**config.mk**
```make
export PLATFORM = sky130hd
export DESIGN_NAME = refresh_scheduler_flat
export DESIGN_NICKNAME = d
export VERILOG_FILES = /design/src/rtl/refresh_scheduler_pkg.sv /design/src/rtl/refresh_scheduler_if.sv /design/src/rtl/refresh_scheduler_timing_down_counter.sv /design/src/rtl/refresh_scheduler.sv /design/src/flat_wrapper.sv
export SDC_FILE = /design/constraint.sdc
export NUM_CORES = 1
export LEC_CHECK = 0
export BUFFER_PORTS_ARGS = -buffer_cell sky130_fd_sc_hd__buf_2
export CAP_MARGIN = 25
export CORE_MARGIN = 2
export CORE_UTILIZATION = 59
export CTS_CLUSTER_DIAMETER = 80
export CTS_CLUSTER_SIZE = 10
export DETAILED_ROUTE_END_ITERATION = 10
export PLACE_DENSITY = 0.85
export SLEW_MARGIN = 25
export SYNTH_ARGS = -nofsm -noshare
export SYNTH_HDL_FRONTEND = slang
export SYNTH_SLANG_ARGS = --single-unit
```
**constraint.sdc**
```tcl
create_clock -name clk -period 4.65 [get_ports clk]
set_input_delay 0.2325 -clock clk [delete_from_list [all_inputs] [get_ports clk]]
set_output_delay 0.2325 -clock clk [all_outputs]
set_load 0.03 [all_outputs]
```
**src/rtl/refresh_scheduler_pkg.sv**
```systemverilog
// Shared types and defaults for the DDR3 refresh scheduler.
//   refresh_state_t : scheduler FSM states
//   DEF_*           : default timing in controller clocks (400 MHz)
//   cnt_width()     : down-counter width for a given cycle count (min 1)
package refresh_scheduler_pkg;

  localparam int unsigned DEF_CYCLE_TREFI  = 3120;  // 7.8 us
  localparam int unsigned DEF_CYCLE_TRFC   = 64;
  localparam int unsigned DEF_MAX_POSTPONE = 8;
  localparam int unsigned DEF_BANK_NUM     = 8;

  typedef enum logic [1:0] {
    S_INIT,
    S_RUN,
    S_GRANT,
    S_TRFC
  } refresh_state_t;

  function automatic int unsigned cnt_width(input int unsigned cycles);
    return (cycles > 1) ? $clog2(cycles) : 1;
  endfunction

endpackage

```
**src/rtl/refresh_scheduler_if.sv**
```systemverilog
// Refresh handshake between the scheduler, the main FSM and the tP_counters.
//   master : main-FSM side (drives init_done, bank_idle, ref_gnt, ref_issue)
//   slave  : scheduler side (drives refresh_flag, ref_req, ref_urgent,
//            ref_busy, pending_cnt, err_overflow, err_protocol)
interface refresh_scheduler_if #(
  parameter int unsigned BANK_NUM     = 8,
  parameter int unsigned MAX_POSTPONE = 8
);

  localparam int unsigned PW = $clog2(MAX_POSTPONE + 1);

  logic                init_done;
  logic [BANK_NUM-1:0] bank_idle;
  logic                ref_gnt;
  logic                ref_issue;
  logic                refresh_flag;
  logic                ref_req;
  logic                ref_urgent;
  logic                ref_busy;
  logic [PW-1:0]       pending_cnt;
  logic                err_overflow;
  logic                err_protocol;

  modport master (
    output init_done, bank_idle, ref_gnt, ref_issue,
    input  refresh_flag, ref_req, ref_urgent, ref_busy,
           pending_cnt, err_overflow, err_protocol
  );

  modport slave (
    input  init_done, bank_idle, ref_gnt, ref_issue,
    output refresh_flag, ref_req, ref_urgent, ref_busy,
           pending_cnt, err_overflow, err_protocol
  );

endinterface

```
**src/rtl/refresh_scheduler_timing_down_counter.sv**
```systemverilog
// Reusable loadable down-counter for DRAM timing windows.
//   clk, rst : controller clock, synchronous active-high reset (to RST_VAL)
//   load     : load 'value' (has priority over en)
//   value    : load value
//   en       : decrement enable; holds at zero
//   zero     : count is zero
module timing_down_counter #(
  parameter int unsigned    W       = 8,
  parameter logic [W-1:0]   RST_VAL = '0
) (
  input  logic         clk,
  input  logic         rst,
  input  logic         load,
  input  logic [W-1:0] value,
  input  logic         en,
  output logic         zero
);

  logic [W-1:0] cnt;

  always_ff @(posedge clk) begin
    if (rst) begin
      cnt <= RST_VAL;
    end else if (load) begin
      cnt <= value;
    end else if (en && (cnt != '0)) begin
      cnt <= cnt - W'(1);
    end
  end

  assign zero = (cnt == '0);

endmodule

```
**src/rtl/refresh_scheduler.sv**
```systemverilog
// DDR3 auto-refresh demand generator for the global controller.
//   clk, rst : controller clock, synchronous active-high reset
//   bus      : refresh_scheduler_if slave port
//     init_done    - DRAM init complete; scheduler held in S_INIT while low
//     bank_idle    - per-bank idle/precharged
//     ref_gnt      - main FSM accepts refresh slot (pulse)
//     ref_issue    - REF issued on the DRAM bus (pulse)
//     refresh_flag - refresh sequence in progress (to tP_counters)
//     ref_req      - refresh slot request
//     ref_urgent   - postponement limit nearly reached
//     ref_busy     - tRFC window active
//     pending_cnt  - owed refreshes
//     err_overflow - sticky: tREFI tick while pending saturated
//     err_protocol - sticky: grant/issue outside the legal state
module refresh_scheduler
  import refresh_scheduler_pkg::*;
#(
  parameter int unsigned CYCLE_TREFI  = DEF_CYCLE_TREFI,
  parameter int unsigned CYCLE_TRFC   = DEF_CYCLE_TRFC,
  parameter int unsigned MAX_POSTPONE = DEF_MAX_POSTPONE,
  parameter int unsigned BANK_NUM     = DEF_BANK_NUM
) (
  input  logic          clk,
  input  logic          rst,
  refresh_scheduler_if.slave bus
);

  localparam int unsigned TW = cnt_width(CYCLE_TREFI);
  localparam int unsigned RW = cnt_width(CYCLE_TRFC);
  localparam int unsigned PW = $clog2(MAX_POSTPONE + 1);

  localparam logic [TW-1:0] TREFI_LOAD = TW'(CYCLE_TREFI - 1);
  localparam logic [RW-1:0] TRFC_LOAD  = RW'(CYCLE_TRFC - 1);
  localparam logic [PW-1:0] PEND_MAX   = PW'(MAX_POSTPONE);
  localparam logic [PW-1:0] PEND_URG   = PW'(MAX_POSTPONE - 1);

  refresh_state_t state, state_nxt;

  logic [PW-1:0] pending;
  logic          err_ovf_q, err_prot_q;
  logic          trefi_run, trefi_zero, trefi_load, tick;
  logic          trfc_zero;
  logic          urgent, req, flag, busy;
  logic          gnt_ok, issue_ok;

  // tREFI timer: frozen and held at reload value whenever not running
  assign trefi_run  = bus.init_done && (state != S_INIT);
  assign tick       = trefi_run && trefi_zero;
  assign trefi_load = tick || !trefi_run;

  timing_down_counter #(
    .W       (TW),
    .RST_VAL (TREFI_LOAD)
  ) u_trefi (
    .clk   (clk),
    .rst   (rst),
    .load  (trefi_load),
    .value (TREFI_LOAD),
    .en    (trefi_run),
    .zero  (trefi_zero)
  );

  timing_down_counter #(
    .W       (RW),
    .RST_VAL (TRFC_LOAD)
  ) u_trfc (
    .clk   (clk),
    .rst   (rst),
    .load  (issue_ok),
    .value (TRFC_LOAD),
    .en    (state == S_TRFC),
    .zero  (trfc_zero)
  );

  assign urgent   = (pending >= PEND_URG);
  assign gnt_ok   = bus.ref_gnt && req;
  assign issue_ok = bus.ref_issue && (state == S_GRANT);

  always_ff @(posedge clk) begin
    if (rst) begin
      state <= S_INIT;
    end else begin
      state <= state_nxt;
    end
  end

  always_comb begin
    state_nxt = state;
    if (!bus.init_done) begin
      state_nxt = S_INIT;
    end else begin
      unique case (state)
        S_INIT:  state_nxt = S_RUN;
        S_RUN:   if (gnt_ok) state_nxt = S_GRANT;
        S_GRANT: if (bus.ref_issue) state_nxt = S_TRFC;
        S_TRFC:  if (trfc_zero) state_nxt = S_RUN;
        default: state_nxt = S_INIT;
      endcase
    end
  end

  always_comb begin
    req  = 1'b0;
    flag = 1'b0;
    busy = 1'b0;
    unique case (state)
      S_RUN:   req  = (pending != '0) && ((&bus.bank_idle) || urgent);
      S_GRANT: flag = 1'b1;
      S_TRFC:  busy = 1'b1;
      default: ;
    endcase
  end

  // Simultaneous tick and accepted issue cancel out, so saturation is not hit.
  always_ff @(posedge clk) begin
    if (rst) begin
      pending    <= '0;
      err_ovf_q  <= 1'b0;
      err_prot_q <= 1'b0;
    end else begin
      if (!bus.init_done) begin
        pending <= '0;
      end else if (tick && !issue_ok) begin
        if (pending == PEND_MAX) begin
          err_ovf_q <= 1'b1;
        end else begin
          pending <= pending + PW'(1);
        end
      end else if (issue_ok && !tick) begin
        if (pending != '0) begin
          pending <= pending - PW'(1);
        end
      end
      if ((bus.ref_gnt && !gnt_ok) || (bus.ref_issue && !issue_ok)) begin
        err_prot_q <= 1'b1;
      end
    end
  end

  assign bus.refresh_flag = flag;
  assign bus.ref_req      = req;
  assign bus.ref_urgent   = urgent;
  assign bus.ref_busy     = busy;
  assign bus.pending_cnt  = pending;
  assign bus.err_overflow = err_ovf_q;
  assign bus.err_protocol = err_prot_q;

endmodule

```
**src/flat_wrapper.sv**
```systemverilog
// flat-port wrapper written by rule: the top's interface ports become plain ports
module refresh_scheduler_flat import refresh_scheduler_pkg::*;
#(
  parameter int unsigned CYCLE_TREFI  = DEF_CYCLE_TREFI,
  parameter int unsigned CYCLE_TRFC   = DEF_CYCLE_TRFC,
  parameter int unsigned MAX_POSTPONE = DEF_MAX_POSTPONE,
  parameter int unsigned BANK_NUM     = DEF_BANK_NUM
)
  (clk, rst, bus_init_done, bus_bank_idle, bus_ref_gnt, bus_ref_issue, bus_refresh_flag, bus_ref_req, bus_ref_urgent, bus_ref_busy, bus_pending_cnt, bus_err_overflow, bus_err_protocol);
  refresh_scheduler_if #(.BANK_NUM(BANK_NUM), .MAX_POSTPONE(MAX_POSTPONE)) bus_i ();
  input  logic clk;
  input  logic rst;
  input wire logic [$bits(bus_i.init_done)-1:0] bus_init_done;
  input wire logic [$bits(bus_i.bank_idle)-1:0] bus_bank_idle;
  input wire logic [$bits(bus_i.ref_gnt)-1:0] bus_ref_gnt;
  input wire logic [$bits(bus_i.ref_issue)-1:0] bus_ref_issue;
  output wire logic [$bits(bus_i.refresh_flag)-1:0] bus_refresh_flag;
  output wire logic [$bits(bus_i.ref_req)-1:0] bus_ref_req;
  output wire logic [$bits(bus_i.ref_urgent)-1:0] bus_ref_urgent;
  output wire logic [$bits(bus_i.ref_busy)-1:0] bus_ref_busy;
  output wire logic [$bits(bus_i.pending_cnt)-1:0] bus_pending_cnt;
  output wire logic [$bits(bus_i.err_overflow)-1:0] bus_err_overflow;
  output wire logic [$bits(bus_i.err_protocol)-1:0] bus_err_protocol;
  assign bus_i.init_done = bus_init_done;
  assign bus_i.bank_idle = bus_bank_idle;
  assign bus_i.ref_gnt = bus_ref_gnt;
  assign bus_i.ref_issue = bus_ref_issue;
  assign bus_refresh_flag = bus_i.refresh_flag;
  assign bus_ref_req = bus_i.ref_req;
  assign bus_ref_urgent = bus_i.ref_urgent;
  assign bus_ref_busy = bus_i.ref_busy;
  assign bus_pending_cnt = bus_i.pending_cnt;
  assign bus_err_overflow = bus_i.err_overflow;
  assign bus_err_protocol = bus_i.err_protocol;
  refresh_scheduler #(.CYCLE_TREFI(CYCLE_TREFI), .CYCLE_TRFC(CYCLE_TRFC), .MAX_POSTPONE(MAX_POSTPONE), .BANK_NUM(BANK_NUM)) u_core (.clk(clk), .rst(rst), .bus(bus_i));
endmodule
```
; ---- Yosys cells after proc, flatten, opt, wreduce, memory -nomap -nowiden
; Index checks and enable logic that the tools add are counted.
[classes]
n_lt_le_gt_ge = 1
n_mux = 11
n_reduce_logical = 34
addsub = 4
bitwise_logic = 1
n_eq_ne = 8
[op_table]
columns = cell, n
row1 = 4-bit 2-to-1 mux, 4
row2 = 12-bit logical NOT, 1
row3 = 12-bit nonzero test, 1
row4 = "12-bit by 1-bit subtractor with 12-bit output, second input constant", 1
row5 = 1-bit logical AND, 11
row6 = 3-bit AND reduction, 3
row7 = 2-bit one-hot mux with 4 select lines, 1
row8 = 8-bit AND reduction, 1
row9 = 6-bit logical NOT, 1
row10 = 2-bit 2-to-1 mux, 3
row11 = 2-bit nonzero test, 3
row12 = 6-bit nonzero test, 1
row13 = 2-bit OR reduction, 3
row14 = "6-bit by 1-bit subtractor with 6-bit output, second input constant", 1
row15 = "4-bit by 1-bit adder with 4-bit output, second input constant", 1
row16 = "2-bit == test, second input constant", 2
row17 = "4-bit == test, second input constant", 1
row18 = "4-bit by 3-bit >= comparator with 1-bit output, second input constant", 1
row19 = 1-bit logical NOT, 4
row20 = "2-bit by 1-bit != test with 1-bit output, second input constant", 2
row21 = "2-bit != test, second input constant", 2
row22 = 4-bit nonzero test, 1
row23 = "4-bit by 1-bit subtractor with 4-bit output, second input constant", 1
row24 = 1-bit logical OR, 3
row25 = other kinds (4), 6
[totals]
regBits = 26
wordCells = 65
input_bits = 13
out_inout_bits = 10

; ---- Logic depth before layout (Yosys ltp)
; Gate-level depths: netlist (run 1).
[depth]
word_depth = 8
ltp_mapped = 12
ltp_nobuf = 12

; ---- Modules after synthesis
; Synthesis (run 1) repeated with hierarchy kept, for this count alone.
[hier_totals]
cells_unflattened = 223
hier_area_um2 = 1853.0
[by_module_without_submodules]
columns = module, area_each_um2, n_inst, cells_each, seq_area_each_um2
row1 = timing_down_counter (u_core.u_trefi), 757.0, 1, 86, 240.2
row2 = refresh_scheduler, 665.6, 1, 85, 160.2
row3 = timing_down_counter (u_core.u_trfc), 430.4, 1, 52, 120.1

; ---- Worst setup path before layout (run 1)
; No wires, ideal clock.
[synth_timing]
path_kind = register to register
from = register u_core.u_trefi.cnt[4]
to = register u_core.pending[3], in the netlist u_core.bus.pending_cnt[3]
synth_period_minus_slack_ns = 2.768
path_slack_ns = 1.882
n_path_buf = 0
arrival_time_ns = 2.651
required_time_ns = 4.534
stages_incl_launch_ff = 13
path_cell_list = dfxtp_1 > or4_4 > nor4_4 > nand4b_2 > nor3b_1 > ha_1 > inv_1 > ha_1 > nand3b_1 > a21o_1 > o2111ai_1 > xor2_1 > nor2_1
[synth_via]
elab_chain_cells = 6
elab_cells_between_ends = 10
cone_classes = eq/ne (1) / mux (1) / reduce/logical (8)
[synth_rtl]
columns = element, line
row1 = from (decl), refresh_scheduler_timing_down_counter.sv:19  ; logic [W-1:0] cnt;
row2 = from (signal assigned), refresh_scheduler_timing_down_counter.sv:25  ; cnt <= value;
row3 = from (signal assigned), refresh_scheduler_timing_down_counter.sv:27  ; cnt <= cnt - W'(1);
row4 = 12-bit logical NOT *, refresh_scheduler_timing_down_counter.sv:31  ; assign zero = (cnt == '0);
row5 = 1-bit logical AND *, refresh_scheduler.sv:48  ; assign tick = trefi_run && trefi_zero;
row6 = 1-bit logical NOT, refresh_scheduler.sv:129  ; end else if (issue_ok && !tick) begin
row7 = 1-bit logical AND, refresh_scheduler.sv:129
row8 = 2-bit nonzero test (no line), -
row9 = 3-bit AND reduction (no line), -
row10 = to (signal assigned), refresh_scheduler.sv:127  ; pending <= pending + PW'(1);
row11 = to (signal assigned), refresh_scheduler.sv:131  ; pending <= pending - PW'(1);
row12 = to (decl), refresh_scheduler.sv:39  ; logic [PW-1:0] pending;
; Every way passes the cells marked *; elsewhere a longest branch is shown, timed or not.
; A chain may end at the register's enable or synchronous reset.

; ---- Worst setup path in the final report (run 1)
; Ends and elaborated chain as after synthesis.

==> results.md, run 1 <==
* Core ar. at 2212 um^2
* Most used cell, CP: ha_1
* Final Util at 70.08%
* Initial drt markers at 23
* Leakage at 0.0006496 uW
* Critical Path, Cell by Cell: or4_4 -> nor4_4 -> nand4b_2 -> nor3b_1 -> ha_1 -> inv_1 -> ha_1 -> nand3b_1 -> a21o_1 -> o2111ai_1 -> xor2_1 -> nor2_1
* Ys Warns at 0
* ANT nets after route at 0
* Synth Area per Inst at 8.711 um^2
* Final TNS setup at 0 ns
* Number of flops mapped to enable cells by yosys at 0
* Reg2Reg Depth at 12
* Starting Density at 62.61%
* Layout net count at 209
* Slew @ Worst Pin at 0.6953 ns
* Final Setup Violations at 0
* Syn Nets at 184
* Vias per cell at 5.412
* Fmax at 0.3196 GHz
* Crit share post-route at 67.29%
* Row count at 17
* Die area at 2751 um^2
* Area grow syn2layout at 11.92%
* Buf+Inv Stages, Crit Path at 1
* Worst min path class: in -> reg
* Max incr delay on CP at 0.59 ns
* Total CTS buffers at 3
* Nature of the critical path endpoint: flop
* Share of cells above drive strength 1 at 17.49%
* Fin. max-slew vios at 0
* PortBufs at 22
* Worst path depth at 12
* Clk sink count at 26
* DRC Markers at 0
* Worst-skew pair later-pin latency at 0.33 ns
* Status: complete, no violations
* Root buffer cell: clkbuf_4
* Clock skew at 0.008899 ns
* Die Y-Extent at 52.45 um
* Design area at 1550 um^2
* H-tree depth at 1
* Crit path max-delay family: simple AND/OR/NAND/NOR gates
* Power, Total at 366.4 uW
* CP Max Fanout at 6
* Fill cells at 188
* Critical Path AT at 3.36 ns
* Hold depth at 2
* WS Path Type: reg -> reg
* Multi-input gate area at 803.3 um^2
* Most common cell after layout, fill and taps aside: dfxtp_1
* Post-CTS sizing at 0
* Grt ovf at 0
* Setup Buffers After CTS at 0
* CP startpoint kind: flop
* Max-cap violation count at 0
* Hold-fix buffers, CTS at 0
* Final HPWL DP at 2040 um
* Max rail drop VDD at 0.1638 mV
* Initial antenna violation count at 0
* First-pass GRT wire length at 4588 um
* DR vias at 1142
* DRT Pass-1 Iters at 4
* Commonest register cell after synthesis: dfxtp_1
* Crit-path slowest cell: or4_4
* DIE WIDTH at 52.45 um
* WHS at 0.08220 ns
* Clock transition at the registers of the reported paths at 0.14 ns
* Final hold vios at 0
* RSZ-0062 raised after global routing: false
* Slew headroom at 53.43%
* Final wirelength at 2621 um
* Critical Path RT at 4.88 ns
* Avg WL per Cell at 12.42 um
* Pwr dens at 236.4 nW/um^2
* Routability congestion estimate at 0.7850
* Number of synthesized register bits at 26
* Ant. Diodes at 0
* Async set-reset flop share out of synthesis at 0%
* Mapped cell area at 1385 um^2
* Most frequent cells in the layout: dfxtp_1 (26), buf_2 (22), nor2_1 (17)
* Max Root-Sink Buffers at 2
* Post-placement cell area at 1514 um^2
* CTS tree: done
* Period minus WS final at 3.129 ns
* GRT Overall Usage at 22.11%
* Seq. cell area at 520.5 um^2
* Largest net degree at the start of global routing at 15
* Gate Count Post-Synth at 159
* Vias in the first global route at 1120
* Yosys cell types at 35
* IO Count at 23
* Register area share after synthesis at 37.58%
synthesized netlist by cell type (4+ instances only):
library cell,instances,share of area [%]
a21oi_1,11,4.0
and3_1,4,1.8
dfxtp_1,26,38
ha_1,12,11
inv_1,12,3.3
nand2_1,15,4.1
nand2b_1,6,2.7
nand3_1,4,1.4
nor2_1,17,4.6
nor3_1,4,1.4
o21ai_0,5,1.8
xnor2_1,11,7.0
xor2_1,5,3.2
worst register-to-register path, cell delays in order, from the launching register on:
cell and delay, ns:
dfxtp_1 0.38, or4_4 0.59, nor4_4 0.19, nand4b_2 0.16, nor3b_1 0.30, ha_1 0.33
inv_1 0.07, ha_1 0.35, nand3b_1 0.13, a21o_1 0.20, o2111ai_1 0.09, xor2_1 0.19
nor2_1 0.06
kinds of logic (layout without fill, tap and decap cells):
group                      count (synthesis)  count (layout)  share of synthesized area, %
AOI/OAI and AO/OA                         26              26                         11.29
and+or+nand+nor                           64              64                         24.93
DFF                                       26              26                         37.58
muxes                                      1               1                        0.8130
buffers and inverters                     14              38                         4.426
adders and majority gates                 12              12                         10.84
xor gates and xnor gates                  16              16                         10.12
stage by stage:
stage          cells  worst slack (ns)
2_1_floorplan    159             1.882
3_3_place_gp     207             1.792
3_5_place_dp     207             1.563
4_1_cts          211             1.555
5_1_grt          211             1.316
6_report         211             1.521
cell type report:
cell class,count,area share (%)
flip-flops and latches,26,33.58
well taps,28,2.260
multi-input cells,119,51.82
inverters,12,2.906
clock buffers,4,2.341
repair buffers,22,7.103
routing by layer:
layer,track usage [%],wire length (um)
met5,0,0
met4,6.838,25
met3,3.429,91
met2,40.63,1275
met1,25.93,1229
flip-flops by register name, summed over array words and instances, names as in the netlist:
register / flops
u_core.bus.pending_cnt: 4
u_core.bus.err_protocol: 1
u_core.bus.err_overflow: 1
u_core.state: 2
u_core.u_trfc.cnt: 6
u_core.u_trefi.cnt: 12
power by group:
part / internal [uW] / switching [uW] / total [uW]
sequential: 225 / 1.67 / 227
combinational: 9.41 / 13.9 / 23.3
clock: 48.0 / 68.5 / 116
total: 282 / 84.0 / 366
final timing paths:
path | from | to | slack, ns
setup reg to reg | u_core.u_trefi.cnt[4]$_SDFFE_PP0P_ | u_core.bus.pending_cnt[3]$_SDFFE_PP0P_ | 1.52
hold / removal | rst | u_core.bus.err_overflow$_SDFFE_PP0P_ | 0.08
setup / recovery | u_core.u_trefi.cnt[4]$_SDFFE_PP0P_ | u_core.bus.pending_cnt[3]$_SDFFE_PP0P_ | 1.52
hold reg to reg | u_core.u_trefi.cnt[0]$_SDFFE_PP1P_ | u_core.u_trefi.cnt[0]$_SDFFE_PP1P_ | 0.42
Note: power is estimated with default switching activity, not from simulation.
==> run 2: changes to the inputs <==
--- a/config.mk
+++ b/config.mk
@@ -8,11 +8,11 @@
 export BUFFER_PORTS_ARGS = -buffer_cell sky130_fd_sc_hd__buf_2
 export CAP_MARGIN = 25
 export CORE_MARGIN = 2
-export CORE_UTILIZATION = 59
+export CORE_UTILIZATION = 49
 export CTS_CLUSTER_DIAMETER = 80
 export CTS_CLUSTER_SIZE = 10
 export DETAILED_ROUTE_END_ITERATION = 10
-export PLACE_DENSITY = 0.85
+export PLACE_DENSITY = 0.76
 export SLEW_MARGIN = 25
 export SYNTH_ARGS = -nofsm -noshare
 export SYNTH_HDL_FRONTEND = slang
==> constraint.sdc (replaced) <==
create_clock -name clk -period 2.85 [get_ports clk]
set_input_delay 0.1425 -clock clk [delete_from_list [all_inputs] [get_ports clk]]
set_output_delay 0.1425 -clock clk [all_outputs]
set_load 0.03 [all_outputs]
==> run 2 against run 1 <==
  * Utilization is 7.7 points lower
  * Sequential share of layout area is 2.4 points lower
  * Non-clock buffer count is 9 higher
  * Register-to-register slack worse by 1.5 ns
  * Clock skew is 0.0070 ns lower
  * First-iteration DRC count is 22% higher
  * Final cell count is 5.7% higher
  * Flip-flop and latch count stayed put
  * Worst setup slack worse by 1.5 ns
  * Via count is 4.6% higher
  * Clock-buffer cell count is 1 lower
  * Largest power group unchanged
  * Highest routed layer unchanged
==> results.md, run 2 (synthesized netlist as in run 1, its figures left out) <==
* Die area at 3268 um^2 (was 2751 um^2)
* GRT Overall Usage at 17.36% (was 22.11%)
* Largest net degree at the start of global routing at 16 (was 15)
* Share of cells above drive strength 1 at 24.48% (was 17.49%)
* Clk sink count at 26 (unchanged)
* Critical Path AT at 3.02 ns (was 3.36 ns)
* Crit share post-route at 98.62% (was 67.29%)
* Max-cap violation count at 0 (unchanged)
* IO Count at 23 (unchanged)
* Period minus WS final at 2.811 ns (was 3.129 ns)
* Multi-input gate area at 844.6 um^2 (was 803.3 um^2)
* Fmax at 0.3558 GHz (was 0.3196 GHz)
* Max rail drop VDD at 0.2792 mV (was 0.1638 mV)
* Root buffer cell: clkbuf_4 (unchanged)
* Avg WL per Cell at 12.19 um (was 12.42 um)
* Row count at 19 (was 17)
* WHS at 0.1749 ns (was 0.08220 ns)
* Final hold vios at 0 (unchanged)
* Most common cell after layout, fill and taps aside: dfxtp_1 (unchanged)
* DRT Pass-1 Iters at 4 (unchanged)
* Worst-skew pair later-pin latency at 0.31 ns (was 0.33 ns)
* First-pass GRT wire length at 4540 um (was 4588 um)
* WS Path Type: reg -> reg (unchanged)
* Final Util at 62.37% (was 70.08%)
* Fill cells at 240 (was 188)
* Routability congestion estimate at 0.8439 (was 0.7850)
* CTS tree: done (unchanged)
* Vias per cell at 5.354 (was 5.412)
* Seq. cell area at 526.8 um^2 (was 520.5 um^2)
* Clock skew at 0.001886 ns (was 0.008899 ns)
* Area grow syn2layout at 22.04% (was 11.92%)
* Sw Share at 20.39% (was 22.93%)
* CP Max Fanout at 5 (was 6)
* ANT nets after route at 0 (unchanged)
* DR vias at 1194 (was 1142)
* Worst min path class: in -> reg (unchanged)
* Core ar. at 2710 um^2 (was 2212 um^2)
* Most flops, register: u_core.u_trefi.cnt (unchanged)
* Comb power frac at 6.4% (about the same)
* Final HPWL DP at 2007 um (was 2040 um)
* PortBufs at 22 (unchanged)
* Fin. max-slew vios at 0 (unchanged)
* Critical Path RT at 3.06 ns (was 4.88 ns)
* Final TNS setup at 0 ns (unchanged)
* Initial drt markers at 28 (was 23)
* Max Root-Sink Buffers at 2 (unchanged)
* Clock transition at the registers of the reported paths at 0.14 ns (about the same)
* Pwr dens at 391.1 nW/um^2 (was 236.4 nW/um^2)
* Slew headroom at 70.62% (was 53.43%)
* RSZ-0062 raised after global routing: true (was false)
* Ant. Diodes at 0 (unchanged)
* Slew @ Worst Pin at 0.4406 ns (was 0.6953 ns)
* NetSw at 134.8 uW (was 84.03 uW)
* Status: complete, no violations (unchanged)
* Clk pwr share at 37.8% (was 31.8%)
* Final Setup Violations at 0 (unchanged)
* DIE WIDTH at 57.17 um (was 52.45 um)
* H-tree depth at 1 (unchanged)
* Starting Density at 51.11% (was 62.61%)
* Nature of the critical path endpoint: flop (unchanged)
* Grt ovf at 0 (unchanged)
* Vias in the first global route at 1098 (was 1120)
* Final wirelength at 2718 um (was 2621 um)
* Leakage at 0.0007238 uW (was 0.0006496 uW)
* Layout net count at 218 (was 209)
* P_int at 526.3 uW (was 282.4 uW)
* Die Y-Extent at 57.17 um (was 52.45 um)
* Total CTS buffers at 3 (unchanged)
* Most frequent cells in the layout: dfxtp_1 (23), buf_2 (22), nor2_1 (17) (was dfxtp_1 (26), buf_2 (22), nor2_1 (17))
* Seq pwr share at 55.8% (was 61.9%)
* Design area at 1690 um^2 (was 1550 um^2)
* DRC Markers at 0 (unchanged)
* CP startpoint kind: flop (unchanged)
* Initial antenna violation count at 0 (unchanged)
* Post-placement cell area at 1540 um^2 (was 1514 um^2)
* Max reg flops at 12 (unchanged)
-- run 2: changes by cell type in the layout (fill, tap and decap cells not counted), sizes merged --
| cell | previous run | this run |
|---|---|---|
| bufinv | 0 | 1 |
| dlygate4sd3 | 0 | 2 |
| clkbuf | 4 | 3 |
| buf | 22 | 29 |
-- run 2: cell type report --
class | instances | share of cell area [%]
Clock buffer | 3 | 1.332
Clock inverter | 1 | 1.776
Inverter | 12 | 2.665
Multi-Input combinational cell | 119 | 49.96
Sequential cell | 26 | 31.16
Tap cell | 31 | 2.295
Timing Repair Buffer | 31 | 10.81
-- run 2: per-stage QoR --
step	setup WS [ns]	power (uW)	std cells
2_1_floorplan	0.08224	401.1	159
3_3_place_gp	0.09070	414.4	213
3_5_place_dp	-0.02309	416.3	213
4_1_cts	0.02751	670.4	219
5_1_grt	-0.09565	688.1	223
6_report	0.03934	661.1	223
-- run 2: critical path, stage by stage (launching register included) --
cell and delay [ns]:
dfxtp_2 0.35, or4_4 0.55, nor4_4 0.30, nand4b_4 0.17
nor3b_4 0.25, ha_2 0.22, buf_4 0.14, xnor2_1 0.07
ha_1 0.19, or3_1 0.34, nand3_1 0.08, a21oi_1 0.06
-- run 2: path summary, 6_finish.rpt --
check                                     start                                endpoint  slack, ns  cells after the start
max reg2reg  u_core.u_trefi.cnt[7]$_SDFFE_PP0P_  u_core.bus.pending_cnt[2]$_SDFFE_PP0P_       0.04                     11
min                               bus_init_done    u_core.bus.err_overflow$_SDFFE_PP0P_       0.17                      3
min reg2reg  u_core.u_trefi.cnt[0]$_SDFFE_PP1P_      u_core.u_trefi.cnt[0]$_SDFFE_PP1P_       0.42                      1
max          u_core.u_trefi.cnt[7]$_SDFFE_PP0P_  u_core.bus.pending_cnt[2]$_SDFFE_PP0P_       0.04                     11
-- run 2: power by group through the flow --
stage | sequential (uW) | clock, uW | combinational, uW
6_report | 369 | 250 | 42.5
4_1_cts | 370 | 259 | 41.7
2_1_floorplan | 379 | 0 | 21.8
3_3_place_gp | 377 | 0 | 37.0
3_5_place_dp | 378 | 0 | 38.6
5_1_grt | 369 | 271 | 47.3
-- run 2: timing repair --
action	4_1_cts	5_1_grt
setup endpoints to repair	1	2
endpoints found under the hold margin	3	0
cloned	0	0
hold buffers	2	0
pin swaps	0	7
gates resized for setup	1	10
setup buffers	0	4
-- run 2: metal layers --
layer	track usage (%)	share of wire, %	up-vias	wire (um)
li1	-	-	608	-
met1	22.00	45	559	1230
met2	29.72	50	25	1372
met3	2.721	3.5	2	95
met4	6.645	0.70	0	19
met5	0	0	-	0
